--- src/rtl/button_io.sv ---
// button_io: synchronised, debounced pushbutton peripheral with a press counter and a sticky pending flag.
module button_io #(
   parameter logic [11:0] BASE_ADDR       = 12'hFF0,
   parameter int          DEBOUNCE_CYCLES = 50000,
   parameter bit          ACTIVE_LOW      = 1'b0
) (
   input  logic        clk,
   input  logic        rst_n,
   input  logic        pushbutton,
   input  logic [11:0] address,
   input  logic [15:0] data_out,
   input  logic        memwt,
   output logic        hit,
   output logic [15:0] rd_data,
   output logic        irq
);
   localparam int W = $clog2(DEBOUNCE_CYCLES);
   localparam logic [W-1:0] DEB_MAX = W'(DEBOUNCE_CYCLES - 1);

   logic         sync_d, sync_q, stable, pending;
   logic [W-1:0] deb_cnt;
   logic [15:0]  press_cnt;
   logic         hit_status, hit_count, commit, press, wr_status, wr_count;

   assign hit_status = address == BASE_ADDR;
   assign hit_count  = address == BASE_ADDR + 12'd1;
   assign hit        = hit_status | hit_count;
   assign rd_data    = hit_status ? {14'b0, pending, stable} : hit_count ? press_cnt : 16'h0000;
   assign irq        = pending;
   assign wr_status  = memwt & hit_status;
   assign wr_count   = memwt & hit_count;
   assign commit     = (sync_q != stable) && (deb_cnt == DEB_MAX);
   assign press      = commit & sync_q;

   // set beats a same-cycle clear; a count clear is applied before the new press is added
   always_ff @(posedge clk or negedge rst_n) begin
      if (!rst_n) begin
         sync_d    <= 1'b0;
         sync_q    <= 1'b0;
         stable    <= 1'b0;
         deb_cnt   <= '0;
         pending   <= 1'b0;
         press_cnt <= 16'h0000;
      end else begin
         sync_d    <= pushbutton ^ ACTIVE_LOW;
         sync_q    <= sync_d;
         deb_cnt   <= (sync_q == stable || commit) ? '0 : deb_cnt + 1'b1;
         if (commit) stable <= sync_q;
         pending   <= press | (pending & ~(wr_status & data_out[1]));
         press_cnt <= (wr_count ? 16'h0000 : press_cnt) + {15'b0, press};
      end
   end
endmodule

--- config.mk ---
export PLATFORM = sky130hd
export DESIGN_NAME = button_io
export DESIGN_NICKNAME = d
export VERILOG_FILES = /design/src/rtl/button_io.sv
export SDC_FILE = /design/constraint.sdc
export NUM_CORES = 1
export LEC_CHECK = 0
export CORE_ASPECT_RATIO = 1.5
export CORE_MARGIN = 2
export CORE_UTILIZATION = 43
export DETAILED_ROUTE_END_ITERATION = 7
export PLACE_DENSITY = 0.75
export SLEW_MARGIN = 20
export SYNTH_ARGS = -nofsm -noshare
export SYNTH_HDL_FRONTEND = slang
export SYNTH_SLANG_ARGS = --single-unit
--- constraint.sdc ---
create_clock -name clk -period 2.5 [get_ports clk]
set_input_delay 0.5 -clock clk [delete_from_list [all_inputs] [get_ports clk]]
set_output_delay 0.5 -clock clk [all_outputs]
set_load 0.1 [all_outputs]
; ---- After elaboration in Yosys (flattened, before gate mapping)
; Cells that the tools add are included.
[classes]
mux = 4
n_bitwise = 8
eq_ne = 5
add_sub_neg = 2
order_cmp = 0
shifts = 0
div = 0
reduce_logical = 2
multipliers = 0
[op_table]
columns = operator, n
row1 = 16-bit 2-to-1 mux, 4
row2 = 12-bit == test (second input constant), 2
row3 = 16-bit by 1-bit adder with 16-bit output, 1
row4 = 16-bit by 1-bit adder with 16-bit output (second input constant), 1
row5 = 16-bit == test (second input constant), 1
row6 = 1-bit AND, 5
row7 = 1-bit OR, 2
row8 = 1-bit == test, 1
row9 = 1-bit logical AND, 1
row10 = 1-bit logical OR, 1
row11 = 1-bit inequality test, 1
row12 = 1-bit inverter, 1
[word_totals]
mem_count = 0
latchBits = 0
ff_bits = 36
inputBits = 32
out_inout_bits = 18
rom_bits = 0
ram_bits = 0
wordCells = 27

; ---- Depth between registers and ports, before layout
[depth]
word_depth = 6
mapped_depth = 11
mapped_depth_nobuf = 10

; ---- Worst setup path after synthesis
; Ideal clock, no wire load.
[synth_timing]
path_kind = input to output
startpoint = input port address[3]
endpoint = output port rd_data[0]
slack_ns = -0.617
required_time_ns = 2.000
n_path_buf = 0
path_stages = 3
arrival_ns = 2.617
path_cell_list = or3b_1 -> or3_1 -> nor2_1
[synth_between]
elab_chain_len = 3
elab_cells_between_ends = 4
cone_classes = eq/ne: 2 / mux: 2
[synth_lines]
columns = item, line_no
row1 = start: declaration, 10  ; input logic [11:0] address,
row2 = 12-bit == test, 26  ; assign hit_count = address == BASE_ADDR + 12'd1;
row3 = 16-bit 2-to-1 mux, 28  ; assign rd_data = hit_status ? {14'b0, pending, stable} : hit_count ? press_cnt : 16'h0000;
row4 = 16-bit 2-to-1 mux *, 28
row5 = end: declaration, 14  ; output logic [15:0] rd_data,
; Mark *: on every way between the ends. The rest lies on a longest branch, timed or not.

; ---- Worst setup path after layout
[layout_timing]
startpoint = input port address[7]
endpoint = output port rd_data[7]
; The elaborated chain is that of the path after synthesis.

==> metrics <==
R2R Setup Slk=0.16 ns; Avg Cell Area, Syn=9.866 um^2; Final Cell Area=2798 um^2; CTS tree=yes; Tot Pwr=0.001039 W; DR vias=1592; hold depth=0; CP startpoint kind=input pin; Die Wd=58.20 um; R2R cell count=9; worst slew pin tran=0.5067 ns; later-pin clock latency in the skew report=0.29 ns; Initial Utilization=44.62%; asr flop ratio synth=100.0%; Worst EP arrival=1.92 ns; WHS=0.3580 ns; P_leak=1.264 nW; most common cell in the netlist=dfrtp_1; result of the run=completed; DRT Wirelength=4115 um; Post-synth top flop=dfrtp_1; Post-DP Area=2631 um^2; number of maximum-capacitance violations=0; Switching Share=22.08%; initial antenna violation count=0; hpwl dp=2959 um; Final Hold Fails=0; clock share of power=37.2%; Post-Synthesis Net Count=228; DRC violation count after routing=0; row count=29; first-pass GRT wire length=7038 um; Setup Viol. Count Final=0; Yosys top cell by area=dfrtp_1; most instantiated cells after synthesis=dfrtp_1, nor2_1, xnor2_1; Max Freq=413.9 MHz; Num CTS Buffers=5; FF-to-FF Start=deb_cnt[0]$_DFF_PN0_; synth warn=0; die area=4963 um^2; post-synth top area share=47.56%; Ports=50; Global Route Usage Sum=18.52%; kind of critical path=input pin to output port; clock tree sinks=36; synth top area cells=dfrtp_1, xnor2_1, nor2_1, and2_1, xor2_1; Detailed Route Iter0 Violations=28; Seq/Total Area, Yosys=47.56%; remaining antenna violation count=0; Cell variety after synth=38; vias in the first global route=1575; Hold Path Origin=sync_d$_DFF_PN0_; Clock transition at path regs=0.07 ns; fin crit share=96.64%; P_sw=0.0002293 W; Worst Hold End=sync_q$_DFF_PN0_; GPL Wtd Cong=0.8198; CP Capture Type=output port; layout cells sized above 1=31.23%; First-pass DRT Iterations=4; nets=289; cell-internal power=0.0008094 W; Congestion Overflow GR=0; post-synthesis cell area=1894 um^2; vias per cell=5.324; PD cells=371.3 nW/um^2; Slew HR=66.14%; die height=85.29 um; H-Tree Depth=2; Final Max Tran Viols=0; Max VDD drop=0.3948 mV; Port Buffers=34; Cells after Synth=192; sequential power share=57.0%; Clock Path Buffers=2; number of synthesized flops with an enable pin=0; Worst Path Required=2.00 ns; synthesis-to-layout area growth=47.69%; Tmin final=2.416 ns; #FFs+latches synth=36; RSZ-0062 raised after global routing=no; Worst Clk Skew=0.008699 ns; combinational share of power=5.8%; Root Buffer=clkbuf_8; RR Endpoint=press_cnt[15]$_DFF_PN0_; core outline area=4245 um^2; Worst Path Max Fanout=8; Hold Crit Class=register to register; wire length per cell=13.76 um; largest net degree at the start of global routing=37; Antenna diodes=0
## flip-flops by register name (all words and copies together) (netlist names)
name / cells
irq: 1
stable: 1
press_cnt: 16
deb_cnt: 16
sync_q: 1
sync_d: 1
## cells in the final DEF, fill, tap and decap left out, types with 2 or more instances in the layout
cell	instances
dfrtp_1	36
nor2_1	30
buf_4	23
xnor2_1	20
buf_12	17
and2_4	15
nand3_1	12
nand4_1	9
nand2_1	8
nor3_1	7
xor2_1	7
clkdlybuf4s50_1	7
nor4_1	6
dlymetal6s2s_1	6
clkbuf_8	5
ha_1	4
inv_1	3
nor4bb_1	2
nand4b_1	2
nor2b_1	2
or3_4	2
and3_1	2
mux2i_1	2
nor2_4	2
buf_6	2
clkdlybuf4s15_1	2
## cells by family (layout without fill, tap and decap cells)
kind of cell | count (synthesis) | count (layout) | synth area share, %
buffers and inverters | 9 | 70 | 2.048
flip-flops | 36 | 36 | 47.56
AND/OR/NAND/NOR | 107 | 107 | 31.44
XOR/XNOR | 27 | 27 | 12.48
multiplexers | 3 | 3 | 1.651
adder cells (fa/ha/maj) | 4 | 4 | 2.642
AO/OA/AOI/OAI | 6 | 6 | 2.180
## stage by stage
stage	setup slack (ns)	instances	TNS, ns	util, %
final	0.08389	299	0	65.90
after global routing	0.00009637	299	0	65.90
after CTS	0.02605	298	0	64.46
after detailed placement	-0.2842	290	-4.388	61.98
after global placement	-0.2350	290	-3.463	61.98
after floorplan	-0.2120	192	-0.2281	-
## critical path, stage by stage
cell and delay (ns):
clkdlybuf4s50_1 0.46, nand4b_1 0.17, nor4_4 0.28, buf_6 0.19, and2_4 0.16, buf_12 0.16
## layout make-up
type / count / area (um^2)
Fill cell: 325 / 1448
Sequential cell: 36 / 900.9
Multi-Input combinational cell: 147 / 1031
Inverter: 5 / 21.27
Clock buffer: 6 / 72.57
Clock inverter: 1 / 5.005
Timing Repair Buffer: 58 / 709.4
Tap cell: 46 / 57.56
## power by group through the flow
stage | Sequential [W] | Clock (W) | Combinational (W)
floorplan | 0.000603 | 0 | 0.0000130
global placement | 0.000602 | 0 | 0.0000592
detailed placement | 0.000603 | 0 | 0.0000614
CTS | 0.000592 | 0.000394 | 0.0000615
global route | 0.000592 | 0.000415 | 0.0000675
finish | 0.000592 | 0.000386 | 0.0000602
## metal layers
layer | GRT usage (%) | up-vias | share of wire [%]
met5 | 0 | - | 0
met4 | 6.554 | 0 | 1.4
met3 | 4.421 | 9 | 2.7
met2 | 32.95 | 25 | 58
met1 | 21.11 | 779 | 38
li1 | - | 779 | -
## worst max path at each step
stage                     from                     end  slack [ns]  cells past startpoint
finish              address[7]              rd_data[7]        0.08                      6
global route        address[7]              rd_data[9]      0.0001                      6
CTS                 address[2]              rd_data[7]        0.03                      6
detailed placement  address[4]  press_cnt[8]$_DFF_PN0_       -0.28                     11
global placement    address[4]  press_cnt[8]$_DFF_PN0_       -0.23                     11
floorplan           address[3]              rd_data[0]       -0.21                      3
## timing repair
action,4_1_cts,5_1_grt
resized for setup,10,29
cloned,0,1
setup endpoints to repair,19,20
hold buffers,0,0
buffers inserted,1,0
pin swaps,5,4
Power figures use the tool's default switching activity.
